==> config.mk <==
export PLATFORM = sky130hd
export DESIGN_NAME = pipeline_hazard_unit
export DESIGN_NICKNAME = d
export VERILOG_FILES = /design/src/rtl/pipeline_hazard_unit.sv
export SDC_FILE = /design/constraint.sdc
export NUM_CORES = 1
export LEC_CHECK = 0
export BUFFER_PORTS_ARGS = -buffer_cell sky130_fd_sc_hd__buf_2
export CAP_MARGIN = 20
export CORE_MARGIN = 2
export CORE_UTILIZATION = 41
export DETAILED_ROUTE_END_ITERATION = 10
export PLACE_DENSITY = 0.74
export SETUP_SLACK_MARGIN = 0.15
export SLEW_MARGIN = 30
export SYNTH_ARGS = -nofsm -noshare
export SYNTH_HDL_FRONTEND = slang
export SYNTH_SLANG_ARGS = --single-unit
==> constraint.sdc <==
create_clock -name clk -period 1.4 [get_ports clk]
set_input_delay 0.28 -clock clk [delete_from_list [all_inputs] [get_ports clk]]
set_output_delay 0.28 -clock clk [all_outputs]
set_load 0.01 [all_outputs]
==> src/rtl/pipeline_hazard_unit.sv <==
// Hazard unit for a 5-stage pipeline: operand forwarding, load-use stall, branch flush.
// Optional performance counters are compiled in when HAZARD_PERF_EN is defined.
module pipeline_hazard_unit #(
  parameter int NREAD   = 2,
  parameter int REGBITS = 4
) (
  input  logic                       clk,
  input  logic                       reset,
  input  logic                       issue_valid,
  input  logic                       issue_we,
  input  logic [REGBITS-1:0]         issue_wa,
  input  logic                       issue_load,
  input  logic [NREAD*REGBITS-1:0]   issue_ra,
  input  logic [NREAD-1:0]           issue_ruse,
  input  logic                       branch_taken,
  output logic [2*NREAD-1:0]         fwd_sel,
  output logic                       stall_f,
  output logic                       stall_d,
  output logic                       flush_d,
  output logic                       flush_e,
  output logic [15:0]                stall_cnt,
  output logic [15:0]                flush_cnt
);

  // The all-ones index is the PC and never carries a register hazard.
  localparam logic [REGBITS-1:0] PC_IDX = '1;

  // Execute-stage tag slot
  logic                      vld_p0;
  logic                      we_p0;
  logic [REGBITS-1:0]        wa_p0;
  logic                      load_p0;
  logic [NREAD*REGBITS-1:0]  ra_p0;
  logic [NREAD-1:0]          ruse_p0;

  // Memory-stage tag slot
  logic                      vld_p1;
  logic                      we_p1;
  logic [REGBITS-1:0]        wa_p1;

  // Writeback-stage tag slot
  logic                      vld_p2;
  logic                      we_p2;
  logic [REGBITS-1:0]        wa_p2;

  logic                      lu_hit;
  logic                      load_use;
  logic                      take_e;

  function automatic logic src_match(input logic             vld,
                                     input logic             we,
                                     input logic [REGBITS-1:0] wa,
                                     input logic [REGBITS-1:0] ra,
                                     input logic             used);
    return vld && we && used && (wa == ra) && (ra != PC_IDX);
  endfunction

  function automatic logic [15:0] sat_inc(input logic [15:0] cnt);
    return (cnt == 16'hFFFF) ? cnt : cnt + 16'd1;
  endfunction

  // Decode-stage load-use detection against the load sitting in E
  always_comb begin
    lu_hit = 1'b0;
    for (int k = 0; k < NREAD; k++) begin
      if (src_match(1'b1, 1'b1, wa_p0, issue_ra[k*REGBITS +: REGBITS], issue_ruse[k]))
        lu_hit = 1'b1;
    end
  end

  assign load_use = vld_p0 && load_p0 && we_p0 && issue_valid && lu_hit;

  // Branch redirect wins over the load-use stall; both squash the E slot.
  assign stall_f = load_use && !branch_taken;
  assign stall_d = load_use && !branch_taken;
  assign flush_d = branch_taken;
  assign flush_e = load_use || branch_taken;

  assign take_e  = issue_valid && !flush_e && !stall_d;

  // Execute-stage operand forwarding; M has priority over W
  always_comb begin
    fwd_sel = '0;
    for (int k = 0; k < NREAD; k++) begin
      if (vld_p0) begin
        if (src_match(vld_p1, we_p1, wa_p1, ra_p0[k*REGBITS +: REGBITS], ruse_p0[k]))
          fwd_sel[2*k +: 2] = 2'b01;
        else if (src_match(vld_p2, we_p2, wa_p2, ra_p0[k*REGBITS +: REGBITS], ruse_p0[k]))
          fwd_sel[2*k +: 2] = 2'b10;
      end
    end
  end

  // Tag pipeline control: D -> E -> M -> W
  always_ff @(posedge clk) begin
    if (reset) begin
      vld_p0 <= 1'b0;
      vld_p1 <= 1'b0;
      vld_p2 <= 1'b0;
    end else begin
      vld_p0 <= take_e;
      vld_p1 <= vld_p0;
      vld_p2 <= vld_p1;
    end
  end

  // Tag pipeline fields; meaningful only where the matching valid is set
  always_ff @(posedge clk) begin
    we_p0   <= issue_we;
    wa_p0   <= issue_wa;
    load_p0 <= issue_load;
    ra_p0   <= issue_ra;
    ruse_p0 <= issue_ruse;
    we_p1   <= we_p0;
    wa_p1   <= wa_p0;
    we_p2   <= we_p1;
    wa_p2   <= wa_p1;
  end

`ifdef HAZARD_PERF_EN
  always_ff @(posedge clk) begin
    if (reset) begin
      stall_cnt <= 16'd0;
      flush_cnt <= 16'd0;
    end else begin
      if (stall_d)
        stall_cnt <= sat_inc(stall_cnt);
      if (branch_taken)
        flush_cnt <= sat_inc(flush_cnt);
    end
  end
`else
  assign stall_cnt = 16'd0;
  assign flush_cnt = 16'd0;
`endif

endmodule

# --- Word level (Yosys, flattened, before mapping) ---
# Index checks and enable logic that the tools add are counted.
classes:
  muxes: 8
  reduce_logical: 29
  n_eq_ne: 10
op_table:
  columns: ["op", "n"]
  rows:
  - ["$logic_and 1x1->1", 25]
  - ["$eq 4x4->1", 6]
  - ["$ne 4x4->1 const B", 4]
  - ["$mux 2", 6]
  - ["$logic_not 1->1", 3]
  - ["$mux 1", 2]
  - ["$logic_or 1x1->1", 1]
word_totals:
  in_bits: 20
  register_bits: 29
  word_cells: 59
  out_inout_bits: 40

# --- Longest topological paths before layout ---
# Gate-level depths: netlist of run 1.
depth:
  depth_word: 10
  depth_mapped: 5
  ltp_nobuf: 4

# --- Worst setup path before layout of run 1 ---
# No wires, ideal clock.
synth_timing:
  path_kind: "reg2out"
  from: "reg vld_p0"
  to: "out stall_f"
  setup_slack_ps: -129
  required_time_ps: 1120
  stages_incl_launch_ff: 6
  t_arrival_ps: 1249
  path_cell_list: "dfxtp_1 > nand4_1 > nor3_1 > o2111ai_1 > a21oi_1 > buf_4"
synth_via:
  elab_chain_len: 5
synth_rtl:
  columns: ["item", "line_no", "rtl"]
  rows:
  - ["start: declaration", "29", "logic vld_p0;"]
  - ["start signal: assignment", "101", "vld_p0 <= take_e;"]
  - ["$logic_and 1x1->1 (4 in a row)", "71", "assign load_use = vld_p0 && load_p0 && we_p0 && issue_valid && lu_hit;"]
  - ["$logic_and 1x1->1", null, null]
  - ["end: declaration", "17", "output logic stall_f,"]
# Every way passes these cells.

# --- Worst setup path after layout of run 1 ---
layout_timing:
  from: "reg wa_p0[1]"
  to: "out flush_e"
layout_via:
  elab_chain_len: 7
  elab_cells_between_ends: 10
  classes_between: "eq/ne (2); mux (2); reduce/logical (6)"
layout_rtl:
  columns: ["item", "line_no", "rtl"]
  rows:
  - ["start: declaration", "31", "logic [REGBITS-1:0] wa_p0;"]
  - ["start signal: assignment", "110", "wa_p0 <= issue_wa;"]
  - ["$eq 4x4->1", "55", "return vld && we && used && (wa == ra) && (ra != PC_IDX);"]
  - ["$logic_and 1x1->1 (2 in a row)", "55", null]
  - ["$mux 1", "66", "if (src_match(1'b1, 1'b1, wa_p0, issue_ra[k*REGBITS +: REGBITS], issue_ruse[k]))"]
  - ["$mux 1 (*)", "66", null]
  - ["$logic_and 1x1->1 (*)", "71", null]
  - ["$logic_or 1x1->1 (*)", "77", "assign flush_e = load_use || branch_taken;"]
  - ["end: declaration", "20", "output logic flush_e,"]
# Mark *: on every way between the ends. The rest lies on a longest branch, timed or not.

==> results of run 1 <==
-- flip-flops by register name (all words and copies together), names as in the netlist --
name / count
ruse_p0: 2
we_p1: 1
we_p0: 1
vld_p0: 1
vld_p1: 1
ra_p0: 8
vld_p2: 1
wa_p1: 4
wa_p0: 4
load_p0: 1
wa_p2: 4
we_p2: 1
-- cell type report --
| cell class | instances | area [um^2] | share of cell area |
|---|---|---|---|
| timing repair buffer | 48 | 304 | 0.179 |
| multi-input combinational | 96 | 673 | 0.396 |
| clock buffer | 7 | 55.1 | 0.0324 |
| sequential | 29 | 612 | 0.360 |
| tap | 44 | 55.1 | 0.0324 |
-- layer usage --
metal,global-route usage,vias up,share of wire
met1,0.161,443,0.39
li1,-,465,-
met4,0.0730,0,0.013
met3,0.0649,3,0.099
met2,0.244,63,0.50
met5,0,-,0
-- critical path: cells and delay by family, from the launching register on --
family                 cells  cell delay (ns)
buffers and inverters      1             0.14
XOR/XNOR                   1             0.15
flip-flops                 1             0.38
AO/OA/AOI/OAI              1             0.21
AND/OR/NAND/NOR            2             0.41
-- where the power goes --
| part | total (mW) | switching (mW) | internal, mW | leakage, nW |
|---|---|---|---|---|
| sequential | 0.912 | 0.0441 | 0.868 | 0.246 |
| combinational | 0.248 | 0.120 | 0.127 | 0.495 |
| clock | 0.489 | 0.253 | 0.236 | 0.0314 |
| total | 1.65 | 0.417 | 1.23 | 0.772 |
-- repair_timing --
item | CTS | global route
buffers inserted | 1 | 0
cloned | 0 | 0
pin swaps | 14 | 8
resized for setup | 25 | 8
setup endpoints to repair | 8 | 8
-- logic make-up after synthesis --
kind of cell / Yosys count / synth area share
and+or+nand+nor: 36 / 0.168
buffers and inverters: 34 / 0.197
DFF: 29 / 0.448
xor gates and xnor gates: 24 / 0.162
AOI/OAI and AO/OA: 4 / 0.0222
other: 1 / 0.00289
-- final timing paths --
path               startpoint  slack (ns)           endpoint
max reg2reg  wa_p0[1]$_DFF_P_        0.04  vld_p0$_SDFF_PP0_
min                issue_load        0.05    load_p0$_DFF_P_
min reg2reg     we_p0$_DFF_P_        0.36      we_p1$_DFF_P_
max          wa_p0[1]$_DFF_P_       -0.49            flush_e
-- cells in the final DEF, fill, tap and decap left out, drive strengths merged --
cell type  Yosys  routed
a21oi          1       1
a22o           1       1
a31oi          1       1
and2           2       2
and3b          1       1
and4b          1       1
buf           34      48
clkbuf         0       7
conb           1      32
dfxtp         29      29
nand2          5       5
nand3          5       5
nand4          7       7
nand4b         1       1
nor2           2       2
nor2b          2       2
nor3           4       4
nor3b          1       1
nor4           2       2
nor4b          2       2
o2111ai        1       1
or2            1       1
xnor2         17      17
xor2           7       7
-- stage by stage --
| stage | area [um^2] | setup slack [ns] | hold slack (ns) |
|---|---|---|---|
| floorplan | 1430 | -0.0327 | 0.308 |
| global placement | 1520 | -0.204 | 0.346 |
| detailed placement | 1520 | -0.228 | 0.356 |
| CTS | 1670 | -0.499 | 0.0485 |
| global route | 1700 | -0.597 | 0.0271 |
| finish | 1700 | -0.490 | 0.0544 |
==> reports/metrics.csv, run 1 <==
stage;metric;value;unit
cells_and_area;post-layout util;0.561;
worst_hold_path;Hold Path Class;in -> reg;
timing;FMAX;0.529;GHz
critical_path;Worst path max stage delay;0.38;ns
power;leakage;0.772;nW
clock_network;clk sink count;29;
synth;post-synthesis cell type count;24;
routing;DRT Wirelength;2410;um
global_route;number of global-route vias before repair;892;
synth;area leader, netlist;dfxtp_1;
cells_and_area;Layout Nets;200;
routing;DR pass1 iterations;4;
routing;DR WL/cell;10.7;um
clock_network;Clock Latency Late Sink;0.32;ns
synth;Post-Syn Instances;128;
run_status;status;finished, violations left;
timing;Fin. Hold Viols;0;
synth;Yosys reg bits;29;
timing;clk_skew;0.00454;ns
synth;Post-synth EDFFs;0;
place;Cells after DPL;216;
floorplanning;Die Wd;60.2;um
routing;via count;974;
synth;top_reg_cell synth;dfxtp_1;
critical_path;Critical Path Start Type;flop;
floorplanning;number of I/O pins;60;
timing;fin. max-slew vios;0;
worst_hold_path;Hold Crit Depth;1;
power;Worst IR Drop VDD;0.662;mV
global_route;first-pass GRT wire length;3780;um
synth;Yosys top cell area share;0.448;
synth;yosys warns;0;
place;IO Port Bufs;27;
cells_and_area;FILL cells;274;
cells_and_area;fin cells;224;
critical_path;Data arrival, critical path;1.61;ns
cells_and_area;proportion of layout cells with a drive suffix above 1;0.478;
cells_and_area;n_diodes;0;
clock_network;CTS clock-pin slew for the worst setup and hold paths;0.08;ns
power;total power divided by cell area;970;nW/um^2
synth;Syn Area/Cell;10.1;um^2
clock_network;CTS buffer count;5;
synth;top post-synthesis cells by count;34 x buf_4, 29 x dfxtp_1, 17 x xnor2_1;
timing;PnR worst setup slack;-0.490;ns
global_route;initial antenna violation count;0;
clock_network;Clock Tree Root;clkbuf_4;
routing;Avg Vias per Cell;4.35;
critical_path;worst path required time;1.12;ns
critical_path;slowest stage cell, crit path;dfxtp_4;
critical_path;Critical Path Fanout Max;4;
critical_path;worst setup path class;reg -> out;
synth;Seq/Total Area, Yosys;0.448;
floorplanning;Die Span Y;60.2;um
synth;fraction of registers with async set/reset;0;
critical_path;R2R cell count;5;
job;number of max-cap violations;0;
critical_path;CP cell instances;xor2_2, and4b_1, a22o_1, or2_1, buf_2;
global_route;gr usage total;0.148;
run_status;failing checks;setup timing;
critical_path;Worst setup EP type;primary output;
global_route;pin count of the biggest net entering global routing;9;
synth;top cells by area, synth;dfxtp_1 45%, buf_4 20%, xnor2_1 11%;
timing;Fin Setup TNS;-2.54;ns
timing;RSZ-0062 raised after global routing;true;
clock_network;Hold-fix buffers, CTS;0;
floorplanning;die area;3630;um^2
routing;DRC violations left;0;
floorplanning;core area;3030;um^2
clock_network;# H-tree levels;2;
routing;Initial DRC Count;11;
place;gpl congestion;0.820;
synth;cell area after synthesis;1300;um^2
cells_and_area;synth-to-layout area growth;31.1;%
clock_network;CTS max path bufs;2;
timing;Final period util;1.35;
power;Power, Total;1.65;mW
timing;fin crit period;1.89;ns
routing;DRT antenna net count;0;
floorplanning;Initial Util;0.428;
clock_network;CTS tree;yes;
floorplanning;Std-Cell Rows;20;
global_route;GRT Residual Overflow;0;
synth;top-count cell post-synth;buf_4;
timing;setup violators final;7;
place;Detail Placement HPWL;1790;um
Note: power is estimated with default switching activity, not from simulation.
==> run 2, diff against run 1 <==
--- a/config.mk
+++ b/config.mk
@@ -11,6 +11,7 @@
 export CORE_UTILIZATION = 41
 export DETAILED_ROUTE_END_ITERATION = 10
 export PLACE_DENSITY = 0.74
+export RECOVER_POWER = 50
 export SETUP_SLACK_MARGIN = 0.15
 export SLEW_MARGIN = 30
 export SYNTH_ARGS = -nofsm -noshare
==> reports/metrics.csv, run 2 (same netlist as run 1, synthesis figures left out) <==
stage;metric;value;unit;change
timing;RSZ-0062 raised after global routing;true;;
global_route;number of global-route vias before repair;892;;unchanged
timing;fin crit period;1.89;ns;+0.000597 ns
cells_and_area;n_diodes;0;;unchanged
floorplanning;Die Span Y;60.2;um;unchanged
timing;Hold WS;0.0544;ns;-0.000000100 ns
cells_and_area;post-layout util;0.557;;-0.00372
cells_and_area;synth-to-layout area growth;30.2;%;
clock_network;CTS clock-pin slew for the worst setup and hold paths;0.08;ns;about the same
power;leakage;0.752;nW;-2.6%
place;Place WS;-0.228;ns;unchanged
job;number of max-cap violations;0;;unchanged
routing;Avg Vias per Cell;4.34;;-0.10%
cells_and_area;most common cell after layout, fill and taps aside;conb_1;;
clock_network;CTS buffer count;5;;unchanged
place;Detail Placement HPWL;1790;um;unchanged
worst_hold_path;Hold Path Class;in -> reg;;
critical_path;Data arrival, critical path;1.61;ns;about the same
timing;clk_skew;0.00454;ns;unchanged
clock_network;clk sink count;29;;unchanged
routing;DRT Wirelength;2430;um;+0.87%
critical_path;slowest stage cell, crit path;dfxtp_4;;
clock_network;# H-tree levels;2;;unchanged
routing;Initial DRC Count;11;;unchanged
timing;Fin. Hold Viols;0;;unchanged
critical_path;Worst path max stage delay;0.38;ns;about the same
cells_and_area;total area of multi-input combinational cells;673;um^2;unchanged
cells_and_area;Most flops, register;ra_p0;;
timing;Final period util;1.35;;about the same
cells_and_area;most frequent cells in the layout;32 x conb_1, 21 x buf_2, 17 x buf_4, 13 x dfxtp_2;;
critical_path;Critical Path Fanout Max;4;;unchanged
place;gpl congestion;0.820;;unchanged
routing;DRC violations left;0;;unchanged
clock_network;CTS tree;yes;;
global_route;pin count of the biggest net entering global routing;9;;unchanged
global_route;initial antenna violation count;0;;unchanged
global_route;GRT Residual Overflow;0;;unchanged
clock_network;CTS max path bufs;2;;unchanged
floorplanning;Initial Util;0.428;;unchanged
critical_path;Worst setup EP type;primary output;;
clock_network;Clock Latency Late Sink;0.32;ns;about the same
floorplanning;die area;3630;um^2;unchanged
critical_path;delay-heaviest family, CP;simple AND/OR/NAND/NOR gates;;
critical_path;Critical Path Start Type;flop;;
timing;Fin Setup TNS;-2.54;ns;-0.00323 ns
critical_path;CP cell instances;xor2_2, and4b_1, a22o_1, or2_1, buf_2;;
run_status;failing checks;setup timing;;
floorplanning;number of I/O pins;60;;unchanged
routing;DR WL/cell;10.8;um;+0.87%
power;Power, Total;1.65;mW;-0.20%
critical_path;worst setup path class;reg -> out;;
cells_and_area;Layout Nets;200;;unchanged
cells_and_area;register area;612;um^2;unchanged
critical_path;WP buf/inv;1;;unchanged
floorplanning;Die Wd;60.2;um;unchanged
cells_and_area;proportion of layout cells with a drive suffix above 1;0.439;;-0.0389
global_route;first-pass GRT wire length;3780;um;unchanged
global_route;gr usage total;0.148;;unchanged
cells_and_area;FILL cells;277;;+1.1%
floorplanning;core area;3030;um^2;unchanged
routing;DRT antenna net count;0;;unchanged
cells_and_area;max reg flops;8;;unchanged
floorplanning;Std-Cell Rows;20;;unchanged
power;Worst IR Drop VDD;0.662;mV;about the same
routing;DR pass1 iterations;4;;unchanged
routing;via count;973;;-0.10%
clock_network;Clock Tree Root;clkbuf_4;;
timing;PnR worst setup slack;-0.490;ns;-0.000597 ns
place;IO Port Bufs;27;;unchanged
timing;fin. max-slew vios;0;;unchanged
timing;FMAX;0.529;GHz;about the same
critical_path;worst path required time;1.12;ns;about the same
run_status;status;finished, violations left;;
timing;setup violators final;7;;unchanged
power;total power divided by cell area;975;nW/um^2;+0.47%
==> run 2: cell types whose count changed in the layout (fill, tap and decap cells not counted) <==
cell,previous run,this run
clkbuf_1,1,8
buf_2,27,21
buf_4,18,17
==> run 2: stage by stage <==
stage	std cells	area, um^2
finish	224	1690
global route	224	1690
CTS	224	1670
detailed placement	216	1520
global placement	216	1520
floorplan	159	1430
==> run 2: per-layer routing <==
| metal | GRT usage | vias up | part of all wire |
|---|---|---|---|
| li1 | - | 467 | - |
| met1 | 0.161 | 443 | 0.39 |
| met2 | 0.244 | 60 | 0.50 |
| met3 | 0.0649 | 3 | 0.099 |
| met4 | 0.0730 | 0 | 0.013 |
| met5 | 0 | - | 0 |
==> run 2: area by class of cell <==
cell class | count | area share
repair buffers | 48 | 0.173
flip-flops and latches | 29 | 0.362
well taps | 44 | 0.0326
clock buffers | 7 | 0.0326
multi-input cells | 96 | 0.399
==> run 2: path summary, 6_finish.rpt <==
path,startpoint,endpoint,slack (ns),depth (start not counted)
setup / recovery,wa_p0[1]$_DFF_P_,flush_e,-0.49,5
hold / removal,issue_load,load_p0$_DFF_P_,0.05,1
setup reg to reg,wa_p0[1]$_DFF_P_,vld_p0$_SDFF_PP0_,0.04,5
hold reg to reg,we_p0$_DFF_P_,we_p1$_DFF_P_,0.36,0
==> run 2: timing repair <==
item | CTS | global route
hold endpoints to repair | 0 | 0
buffers inserted | 1 | 0
resized for setup | 25 | 8
endpoints found under the setup margin | 8 | 8
pin swaps | 14 | 8
hold buffers | 0 | 0
==> run 2: where the power goes <==
group | internal [mW] | leakage [nW] | total [mW] | switching [mW]
combinational | 0.124 | 0.475 | 0.244 | 0.121
clock | 0.236 | 0.0314 | 0.489 | 0.253
sequential | 0.868 | 0.246 | 0.912 | 0.0441
==> run 2: worst register-to-register path: stages (launching register included) <==
cell and delay (ns):
dfxtp_4 0.38, xor2_2 0.15, and4b_1 0.21, a22o_1 0.21, buf_4 0.14, nor4b_4 0.18
==> run 3, diff against run 2 <==
--- a/config.mk
+++ b/config.mk
@@ -5,12 +5,13 @@
 export SDC_FILE = /design/constraint.sdc
 export NUM_CORES = 1
 export LEC_CHECK = 0
+export ABC_AREA = 1
 export BUFFER_PORTS_ARGS = -buffer_cell sky130_fd_sc_hd__buf_2
 export CAP_MARGIN = 20
 export CORE_MARGIN = 2
-export CORE_UTILIZATION = 41
+export CORE_UTILIZATION = 42
 export DETAILED_ROUTE_END_ITERATION = 10
-export PLACE_DENSITY = 0.74
+export PLACE_DENSITY = 0.75
 export RECOVER_POWER = 50
 export SETUP_SLACK_MARGIN = 0.15
 export SLEW_MARGIN = 30
==> reports/metrics.csv, run 3 <==
stage;metric;value;unit;change
run_status;status;finished, violations left;;
run_status;failing checks;setup timing;;
floorplanning;core area;3100;um^2;+2.5%
global_route;pin count of the biggest net entering global routing;9;;unchanged
place;Place WS;0.00662;ns;+0.234 ns
place;Placed Area;1460;um^2;-3.5%
cells_and_area;Most flops, register;ra_p0;;
floorplanning;number of I/O pins;60;;unchanged
clock_network;# H-tree levels;2;;unchanged
clock_network;CTS buffer count;5;;unchanged
timing;RSZ-0062 raised after global routing;true;;
timing;fin crit period;1.76;ns;-0.130 ns
critical_path;Critical Path Start Type;flop;;
synth;Yosys reg bits;29;;unchanged
timing;Final period util;1.26;;-0.0931
cells_and_area;Layout Nets;241;;+21%
cells_and_area;proportion of layout cells with a drive suffix above 1;0.290;;-0.149
clock_network;CTS clock-pin slew for the worst setup and hold paths;0.08;ns;about the same
place;IO Port Bufs;27;;unchanged
critical_path;worst setup path class;reg -> out;;
global_route;initial antenna violation count;0;;unchanged
floorplanning;Die Wd;61.8;um;+2.5%
synth;yosys warns;0;;unchanged
global_route;first-pass GRT wire length;3610;um;-4.6%
cells_and_area;n_diodes;0;;unchanged
clock_network;Hold-fix buffers, CTS;0;;unchanged
cells_and_area;most common cell after layout, fill and taps aside;nand2_1;;
synth;top post-synthesis cells by count;43 x nand2_1, 34 x buf_4, 29 x dfxtp_1;;
routing;via count;1079;;+11%
timing;Fin Setup TNS;-2.03;ns;+0.504 ns
synth;Yosys top cell area share;0.414;;-0.0336
clock_network;clk sink count;29;;unchanged
power;Power, Total;1.60;mW;-3.0%
timing;FMAX;0.568;GHz;+7.4%
timing;Fin. Hold Viols;0;;unchanged
synth;post-synthesis cell type count;21;;-13%
worst_hold_path;Hold Path Class;in -> reg;;
synth;Seq/Total Area, Yosys;0.414;;-0.0336
routing;Avg Vias per Cell;4.07;;-6.3%
cells_and_area;most frequent cells in the layout;39 x nand2_1, 32 x conb_1, 21 x buf_2, 20 x inv_1, 16 x nor2_1;;
power;total power divided by cell area;988;nW/um^2;+1.4%
cells_and_area;FILL cells;317;;+14%
synth;cell area after synthesis;1400;um^2;+8.1%
power;Worst IR Drop VDD;0.750;mV;+13%
place;gpl congestion;0.843;;+2.8%
critical_path;Worst path max stage delay;0.33;ns;-0.05 ns
critical_path;worst path required time;1.12;ns;about the same
floorplanning;Std-Cell Rows;20;;unchanged
cells_and_area;Post-Layout Inst Area;1620;um^2;-4.3%
floorplanning;Die Span Y;61.8;um;+2.5%
global_route;number of global-route vias before repair;878;;-1.6%
floorplanning;die area;3810;um^2;+5.2%
synth;top_reg_cell synth;dfxtp_1;;
critical_path;Critical Path Fanout Max;3;;-1
routing;Initial DRC Count;15;;+4
critical_path;slowest stage cell, crit path;dfxtp_2;;
routing;DRT antenna net count;0;;unchanged
timing;Hold WS;0.0599;ns;+0.00549 ns
global_route;gr usage total;0.136;;-0.0118
cells_and_area;max reg flops;8;;unchanged
routing;DRT Wirelength;2370;um;-2.4%
timing;fin. max-slew vios;0;;unchanged
synth;Post-synth EDFFs;0;;unchanged
routing;DRC violations left;0;;unchanged
timing;PnR worst setup slack;-0.360;ns;+0.130 ns
global_route;GRT Residual Overflow;0;;unchanged
synth;fraction of registers with async set/reset;0;;unchanged
critical_path;Worst setup EP type;primary output;;
clock_network;CTS tree;yes;;
critical_path;Data arrival, critical path;1.48;ns;-0.13 ns
synth;top cells by area, synth;dfxtp_1 41%, buf_4 18%, nand2_1 12%;;
synth;Syn Area/Cell;7.49;um^2;-26%
cells_and_area;synth-to-layout area growth;15.3;%;
timing;clk_skew;0.00957;ns;+0.00502 ns
synth;Post-Syn Instances;187;;+46%
critical_path;CP cell instances;inv_2, or2_1, nand4_1, nor3b_4, and2_1, buf_2;;
floorplanning;Initial Util;0.452;;+0.0235
job;number of max-cap violations;0;;unchanged
cells_and_area;fin cells;265;;+18%
clock_network;Clock Tree Root;clkbuf_4;;
synth;top-count cell post-synth;nand2_1;;
place;Detail Placement HPWL;1900;um;+5.9%
routing;DR WL/cell;8.94;um;-17%
synth;area leader, netlist;dfxtp_1;;
routing;DR pass1 iterations;4;;unchanged
timing;setup violators final;7;;unchanged
cells_and_area;post-layout util;0.521;;-0.0369
place;Cells after DPL;255;;+18%
power;leakage;0.858;nW;+14%
clock_network;Clock Latency Late Sink;0.32;ns;about the same
clock_network;CTS max path bufs;2;;unchanged
-- run 3: routing by layer --
| layer | up-vias | global-route usage | wire length, um |
|---|---|---|---|
| li1 | 566 | - | - |
| met1 | 462 | 0.150 | 931 |
| met2 | 42 | 0.223 | 1210 |
| met3 | 9 | 0.0580 | 178 |
| met4 | 0 | 0.0729 | 51 |
| met5 | - | 0 | 0 |
-- run 3: final timing paths --
path	from	end	slack, ns	cells after the start
hold / removal	issue_wa[1]	wa_p0[1]$_DFF_P_	0.06	1
hold reg to reg	we_p0$_DFF_P_	we_p1$_DFF_P_	0.34	0
setup reg to reg	wa_p0[1]$_DFF_P_	vld_p0$_SDFF_PP0_	0.13	11
setup / recovery	ra_p0[6]$_DFF_P_	fwd_sel[2]	-0.36	6
-- run 3: cell families after synthesis --
kind of cell,Yosys count,synth area share
xor gates and xnor gates,7,0.0438
buffers and inverters,61,0.254
AOI/OAI and AO/OA,2,0.00714
and+or+nand+nor,87,0.278
DFF,29,0.414
other,1,0.00268
-- run 3: power breakdown --
group          switching, mW  leakage (nW)  internal (mW)
clock network          0.254        0.0314          0.236
registers             0.0405         0.246          0.865
logic                  0.124         0.581         0.0761
total                  0.418         0.858           1.18
-- run 3: timing repair --
| item | 4_1_cts | 5_1_grt |
|---|---|---|
| setup endpoints to repair | 7 | 8 |
| resized for setup | 14 | 19 |
| setup buffers | 1 | 2 |
| pin swaps | 4 | 10 |
-- run 3: final cells by class --
cell class | instances | area, um^2 | area share
clock buffers | 7 | 55.1 | 0.0341
inverters | 27 | 101 | 0.0627
multi-input cells | 128 | 626 | 0.387
flip-flops and latches | 29 | 613 | 0.380
well taps | 44 | 55.1 | 0.0341
repair buffers | 30 | 165 | 0.102
-- run 3: critical path: cells and delay by family, from the launching register on --
| kind | cells | cell delay (ns) |
|---|---|---|
| flip-flops | 1 | 0.33 |
| AND/OR/NAND/NOR | 4 | 0.62 |
| buffers and inverters | 2 | 0.21 |
